### config.mk
export PLATFORM = sky130hd
export DESIGN_NAME = mux2x1_stream_arbiter
export DESIGN_NICKNAME = d
export VERILOG_FILES = /design/src/rtl/mux2x1_stream_arbiter.sv
export SDC_FILE = /design/constraint.sdc
export NUM_CORES = 1
export LEC_CHECK = 0
export CORE_MARGIN = 8
export CORE_UTILIZATION = 36
export DETAILED_ROUTE_END_ITERATION = 8
export GPL_ROUTABILITY_DRIVEN = 1
export PLACE_DENSITY = 0.81
export SLEW_MARGIN = 20
export SYNTH_ARGS = -nofsm -noshare
export SYNTH_HDL_FRONTEND = slang
export SYNTH_SLANG_ARGS = --single-unit
### constraint.sdc
create_clock -name clk -period 1.4 [get_ports clk]
set_input_delay 0.14 -clock clk [delete_from_list [all_inputs] [get_ports clk]]
set_output_delay 0.14 -clock clk [all_outputs]
set_load 0.01 [all_outputs]
### src/rtl/mux2x1_stream_arbiter.sv
// Two-input valid/ready merge with round-robin arbitration into a one-entry registered output stage.
// Define MUX2X1_PACKET_LOCK_EN to hold the grant on one input from its first beat to its LAST beat.
module mux2x1_stream_arbiter #(
  parameter int W = 8
) (
  input  logic         clk,
  input  logic         rst_n,
  input  logic         en_i,
  input  logic [W-1:0] i1_data_i,
  input  logic         i1_valid_i,
  input  logic         i1_last_i,
  output logic         i1_ready_o,
  input  logic [W-1:0] i2_data_i,
  input  logic         i2_valid_i,
  input  logic         i2_last_i,
  output logic         i2_ready_o,
  output logic [W-1:0] m_data_o,
  output logic         m_valid_o,
  output logic         m_sel_o,
  output logic         m_last_o,
  input  logic         m_ready_i
);

  logic [W-1:0] m_data_q, m_data_d;
  logic         m_valid_q, m_valid_d;
  logic         m_sel_q, m_sel_d;
  logic         last_gnt_q, last_gnt_d;  // 1 = I2 was granted last
  logic         load_ok;
  logic         gnt1, gnt2;
  logic         acc1, acc2;

`ifdef MUX2X1_PACKET_LOCK_EN
  typedef enum logic [1:0] {ARB, LOCK1, LOCK2} lock_e;
  lock_e lock_q, lock_d;
  logic  m_last_q, m_last_d;
`endif

  assign load_ok = ~m_valid_q | m_ready_i;

  always_comb begin
    gnt1 = 1'b0;
    gnt2 = 1'b0;
    if (i1_valid_i && i2_valid_i) begin
      gnt1 = last_gnt_q;
      gnt2 = ~last_gnt_q;
    end else begin
      gnt1 = i1_valid_i;
      gnt2 = i2_valid_i;
    end
`ifdef MUX2X1_PACKET_LOCK_EN
    if (lock_q == LOCK1) begin
      gnt1 = 1'b1;
      gnt2 = 1'b0;
    end else if (lock_q == LOCK2) begin
      gnt1 = 1'b0;
      gnt2 = 1'b1;
    end
`endif
  end

  assign i1_ready_o = en_i & load_ok & gnt1;
  assign i2_ready_o = en_i & load_ok & gnt2;
  assign acc1       = i1_valid_i & i1_ready_o;
  assign acc2       = i2_valid_i & i2_ready_o;

  always_comb begin
    m_data_d   = m_data_q;
    m_valid_d  = m_valid_q;
    m_sel_d    = m_sel_q;
    last_gnt_d = last_gnt_q;
    if (acc1) begin
      m_data_d   = i1_data_i;
      m_valid_d  = 1'b1;
      m_sel_d    = 1'b0;
      last_gnt_d = 1'b0;
    end else if (acc2) begin
      m_data_d   = i2_data_i;
      m_valid_d  = 1'b1;
      m_sel_d    = 1'b1;
      last_gnt_d = 1'b1;
    end else if (m_ready_i) begin
      m_valid_d  = 1'b0;
    end
  end

  always_ff @(posedge clk or negedge rst_n) begin
    if (!rst_n) begin
      m_data_q   <= '0;
      m_valid_q  <= 1'b0;
      m_sel_q    <= 1'b0;
      last_gnt_q <= 1'b1;
    end else begin
      m_data_q   <= m_data_d;
      m_valid_q  <= m_valid_d;
      m_sel_q    <= m_sel_d;
      last_gnt_q <= last_gnt_d;
    end
  end

`ifdef MUX2X1_PACKET_LOCK_EN
  always_comb begin
    lock_d   = lock_q;
    m_last_d = m_last_q;
    if (acc1) m_last_d = i1_last_i;
    else if (acc2) m_last_d = i2_last_i;
    unique case (lock_q)
      ARB: begin
        if (acc1 && !i1_last_i) lock_d = LOCK1;
        else if (acc2 && !i2_last_i) lock_d = LOCK2;
      end
      LOCK1: if (acc1 && i1_last_i) lock_d = ARB;
      LOCK2: if (acc2 && i2_last_i) lock_d = ARB;
      default: lock_d = ARB;
    endcase
  end

  always_ff @(posedge clk or negedge rst_n) begin
    if (!rst_n) begin
      lock_q   <= ARB;
      m_last_q <= 1'b0;
    end else begin
      lock_q   <= lock_d;
      m_last_q <= m_last_d;
    end
  end

  assign m_last_o = m_last_q;
`else
  // LAST inputs have no effect in per-beat round-robin mode.
  logic unused_last;
  assign unused_last = i1_last_i ^ i2_last_i;
  assign m_last_o    = 1'b0;
`endif

  assign m_data_o  = m_data_q;
  assign m_valid_o = m_valid_q;
  assign m_sel_o   = m_sel_q;

endmodule

# --- Word-level counts from Yosys, hierarchy flattened ---
# Index checks and enable logic that the tools add are counted.
totals:
  ff_bits: 11
  inputBits: 24
  output_inout_bits: 13
  wordCells: 24
classes:
  muxes: 9
  bitwise: 8
  n_reduce_logical: 3
ops:
  columns: ["cell", "n"]
  rows:
  - ["$mux W8", 2]
  - ["$mux W1", 7]
  - ["$and A1 B1 Y1", 5]
  - ["$reduce_bool A3 Y1", 1]
  - ["$not A1 Y1", 2]
  - ["$reduce_bool A2 Y1", 1]
  - ["$logic_and A1 B1 Y1", 1]
  - ["$or A1 B1 Y1", 1]

# --- Logic depth before layout (Yosys ltp) ---
depth:
  depth_word: 7
  ltp_mapped: 4
  mapped_depth_nobuf: 3

# --- Worst setup path after synthesis ---
# OpenSTA, ideal clock, no wires.
synth_path:
  path_type: "register to register"
  from: "register m_valid_q, in the netlist m_valid_o"
  to: "register m_data_q[0], in the netlist m_data_o[0]"
  setup_ps: 65
  arrival_ps: 1228
  slack_ps: 107
  stages_incl_launch_ff: 5
  cell_sequence: "dfrtp_1 -> nor2b_4 -> buf_6 -> nor3b_4 -> a221o_2"
synth_between:
  elab_chain_len: 6
synth_rtl:
  columns: ["item", "line", "text"]
  rows:
  - ["start: declaration", "25", "logic m_valid_q, m_valid_d;"]
  - ["start signal: assignment", "94", "m_valid_q <= m_valid_d;"]
  - ["$not A1 Y1", "38", "assign load_ok = ~m_valid_q | m_ready_i;"]
  - ["$or A1 B1 Y1", "38", null]
  - ["$and A1 B1 Y1 (2 in a row)", "62", "assign i2_ready_o = en_i & load_ok & gnt2;"]
  - ["named net i2_ready_o", "16", "output logic i2_ready_o,"]
  - ["$and A1 B1 Y1", "64", "assign acc2 = i2_valid_i & i2_ready_o;"]
  - ["$reduce_bool A2 Y1 (no source line)", null, null]
  - ["end signal: assignment", "93", "m_data_q <= m_data_d;"]
  - ["end: declaration", "24", "logic [W-1:0] m_data_q, m_data_d;"]
# The timed path passes the listed nets, and every way through them passes these cells.
# A chain may end at the register's enable or synchronous reset.

# --- Final worst setup path ---
layout_path:
  from: "register last_gnt_q"
  to: "register m_data_q[6], in the netlist m_data_o[6]"
layout_between:
  elab_chain_len: 5
layout_rtl:
  columns: ["item", "line", "text"]
  rows:
  - ["start: declaration", "27", "logic last_gnt_q, last_gnt_d;"]
  - ["start signal: assignment", "96", "last_gnt_q <= last_gnt_d;"]
  - ["$not A1 Y1", "45", "gnt2 = ~last_gnt_q;"]
  - ["$mux W1", "43", "if (i1_valid_i && i2_valid_i) begin"]
  - ["$and A1 B1 Y1", "62", null]
  - ["$and A1 B1 Y1", "64", null]
  - ["$reduce_bool A2 Y1 (no source line)", null, null]
# Parallel ways exist; a longest one is shown, timed or not.

==> summary.md <==
| Metric | Value |
|---|---|
| Outcome | `finished clean` |
| Iteration-0 DRC Markers | `8` |
| CP max-delay cell | `dfstp_2` |
| WL/cell | `17.2 um` |
| Final HPWL DP | `1.52 mm` |
| Sequential area share after synthesis | `43.9%` |
| Util after Layout | `63.7%` |
| Sw power | `327 uW` |
| Worst Hold Class | `input pin to async pin` |
| Crit Path Max Fanout | `8` |
| Async SR Flop Fraction | `100%` |
| DRC viols | `0` |
| Vias | `roughly 650` |
| Clock Power Share | `20.3%` |
| Peak VDD IR | `0.569 mV` |
| CORE AREA | `1690 um2` |
| TritonCTS Sinks | `11` |
| PwrDens | `1030 nW/um2` |
| Vias in the first global route | `702` |
| Die footprint | `3340 um2` |
| Routed WL | `between 2 and 2.5 mm` |
| FF-to-FF End | `m_data_o[6]` |
| Initial antenna violation count | `0` |
| Final Max Slew Viols | `0` |
| Top cells by area, synth | `dfrtp_1, a221o_2, nor4b_1` |
| CTS tree | `yes` |
| Post-route insts no fill | `118` |
| Sw frac | `29.5%` |
| First-pass GRT wire length | `3.26 mm` |
| FMAX | `732 MHz` |
| Nets | `between 100 and 150` |
| Comb power frac | `40.9%` |
| CP arrival | `1.53 ns` |
| RSZ-0062 raised after global routing | `yes` |
| Post-synth top area share | `39.8%` |
| Placer Congestion | `0.794` |
| Max H-tree Level | `1` |
| IO Count | `37` |
| Crit-path cells | `nand2_2 > nor3b_4 > buf_6 > a221o_2` |
| Slew HR | `65.3%` |
| Later-pin clock latency in the skew report | `0.28 ns` |
| Initial Util | `37.3%` |
| Max Cap Viol | `0` |
| Height of the die | `57.8 um` |
| Crit-path max cell delay | `0.55 ns` |
| Hold buffers post-CTS | `0` |
| N_diodes | `0` |
| Cell variety after synth | `21` |
| Setup Viol. Count Final | `0` |
| Yosys warning count | `0` |
| Clk slew on worst S/H paths | `0.07 ns` |
| Gr ovfl total | `0` |
| Vias per cell | `between 5 and 6` |
| Final hold vios | `0` |
| Area of the mapped netlist | `629 um2` |
| Share of cells above drive strength 1 | `34.7%` |
| Post-synth EDFFs | `0` |
| Leakage power | `between 0.4 and 0.5 nW` |
| Syn avg cell area | `around 11 um2` |
| Period utilization | `97.5%` |
| Area leader, netlist | `dfrtp_1` |
| Inst Count DP | `roughly 110` |
| Port buffer count | `33` |
| Slew @ Worst Pin | `slightly above 0.5 ns` |
| Cell Rows | `15` |
| CP startpoint kind | `flop` |
| Sequential share of power | `38.8%` |
| Area Growth Syn to Fin | `71.0%` |
| Worst r2r path cells | `4` |
| Largest net degree at the start of global routing | `12` |
| Cts bufs inserted | `3` |
| Synth Flop Type | `dfrtp_1` |
| Synthesized flop and latch total | `11` |
| Reg2reg setup slack | `0.03 ns` |
| Worst Setup End Kind | `flop` |
| Max clock buf depth | `2` |
| GRT Resource Usage Total | `12.4%` |
| Buf/Inv on CP | `1` |
| DR pass1 iterations | `5` |
| Internal power | `~800 uW` |
| Data required, critical path | `1.56 ns` |
| Minimum clock period | `1.37 ns` |
| Root buf cell | `clkbuf_4` |
| Cells after synthesis | `55` |
| Syn Nets | `79` |
| Chip Width | `57.8 um` |
| Final ANT Viol Nets | `0` |
| Reg2reg start | `last_gnt_q` |
| Skew final | `about 0.0016 ns` |
| Cell family with most CP delay | `flip-flops` |
| Kind of critical path | `flop to flop` |
layer usage:
layer / share of wire, % / vias up / track usage (%)
met1: 41 / 316 / 13.0
li1: - / 304 / -
met3: 7.3 / 4 / 3.97
met4: 2.5 / 0 / 8.39
met2: 49 / 23 / 20.7
met5: 0 / - / 0
layout make-up:
cell class,count,area (um2)
multi-input combinational,38,320
sequential,11,277
fill,140,613
clock buffer,4,26.3
inverter,1,3.75
timing repair buffer,47,428
tap,17,21.3
cell usage in the layout (no fill, tap or decap):
master and n:
a221o_1 1, a221o_2 7, buf_2 2, buf_4 13
buf_6 1, clkbuf_1 1, clkbuf_4 3, clkdlybuf4s50_1 30
conb_1 1, dfrtp_1 10, dfstp_2 1, dlygate4sd2_1 1
inv_1 1, nand2_1 10, nand2_2 2, nor2_1 1
nor2b_1 1, nor2b_4 1, nor3_2 1, nor3b_4 1
nor4b_1 7, nor4b_2 1, o211ai_4 1, o22a_1 1
o32a_1 1, or2b_2 1
timing repair:
| action | CTS | global route |
|---|---|---|
| setup endpoints to repair | 11 | 8 |
| pin swaps | 2 | 6 |
| setup buffers | 1 | 0 |
| resized for setup | 11 | 4 |
power groups by stage:
stage / logic [mW] / registers, mW / clock network [mW]
floorplan: 0.164 / 0.462 / 0
global placement: 0.433 / 0.433 / 0
detailed placement: 0.441 / 0.435 / 0
CTS: 0.447 / 0.431 / 0.232
global route: 0.486 / 0.439 / 0.251
finish: 0.453 / 0.430 / 0.225
worst register-to-register path, delay by kind of cell, from the launching register on:
kind,cells,cell delay (ns)
flops,1,0.55
compound gates,1,0.35
simple gates,2,0.22
buf+inv,1,0.13
synthesized netlist by cell type, types with 2 or more instances:
cell	count
dfrtp_1	10
a221o_2	7
clkbuf_8	2
nand2_1	12
nor4b_1	8
logic make-up (layout without fill, tap and decap cells):
family,Yosys count,after routing,share of synthesized area (%)
AND/OR/NAND/NOR,26,26,27.2
AO/OA/AOI/OAI,11,11,19.1
buffers and inverters,6,52,9.15
other,1,1,0.596
flip-flops,11,11,43.9
worst max path at each step:
stage                from     endpoint  slack, ns  cells past startpoint
5_1_grt        last_gnt_q  m_data_o[6]      -0.05                      4
2_1_floorplan   m_valid_o  m_data_o[0]       0.11                      4
3_5_place_dp         en_i   i2_ready_o      -0.30                      4
3_3_place_gp         en_i   i2_ready_o      -0.30                      4
6_report       last_gnt_q  m_data_o[6]       0.03                      4
4_1_cts        last_gnt_q  m_data_o[2]      0.005                      4
sequential cells by signal, summed over array words and instances, names as in the netlist:
| register | cells |
|---|---|
| last_gnt_q | 1 |
| m_data_o | 8 |
| m_sel_o | 1 |
| m_valid_o | 1 |
per-stage QoR:
step / area, um2 / TNS (ns) / hold slack [ns] / total power, mW / worst slack (ns)
floorplan: 629 / 0 / -0.156 / 0.626 / 0.107
global placement: 1020 / -2.16 / 0.489 / 0.867 / -0.299
detailed placement: 1020 / -2.16 / 0.496 / 0.876 / -0.304
CTS: 1050 / 0 / 0.215 / 1.11 / 0.00503
global route: 1080 / -0.111 / 0.233 / 1.18 / -0.0461
finish: 1080 / 0 / 0.204 / 1.11 / 0.0346
No activity file was read; power rests on OpenSTA's default activity.
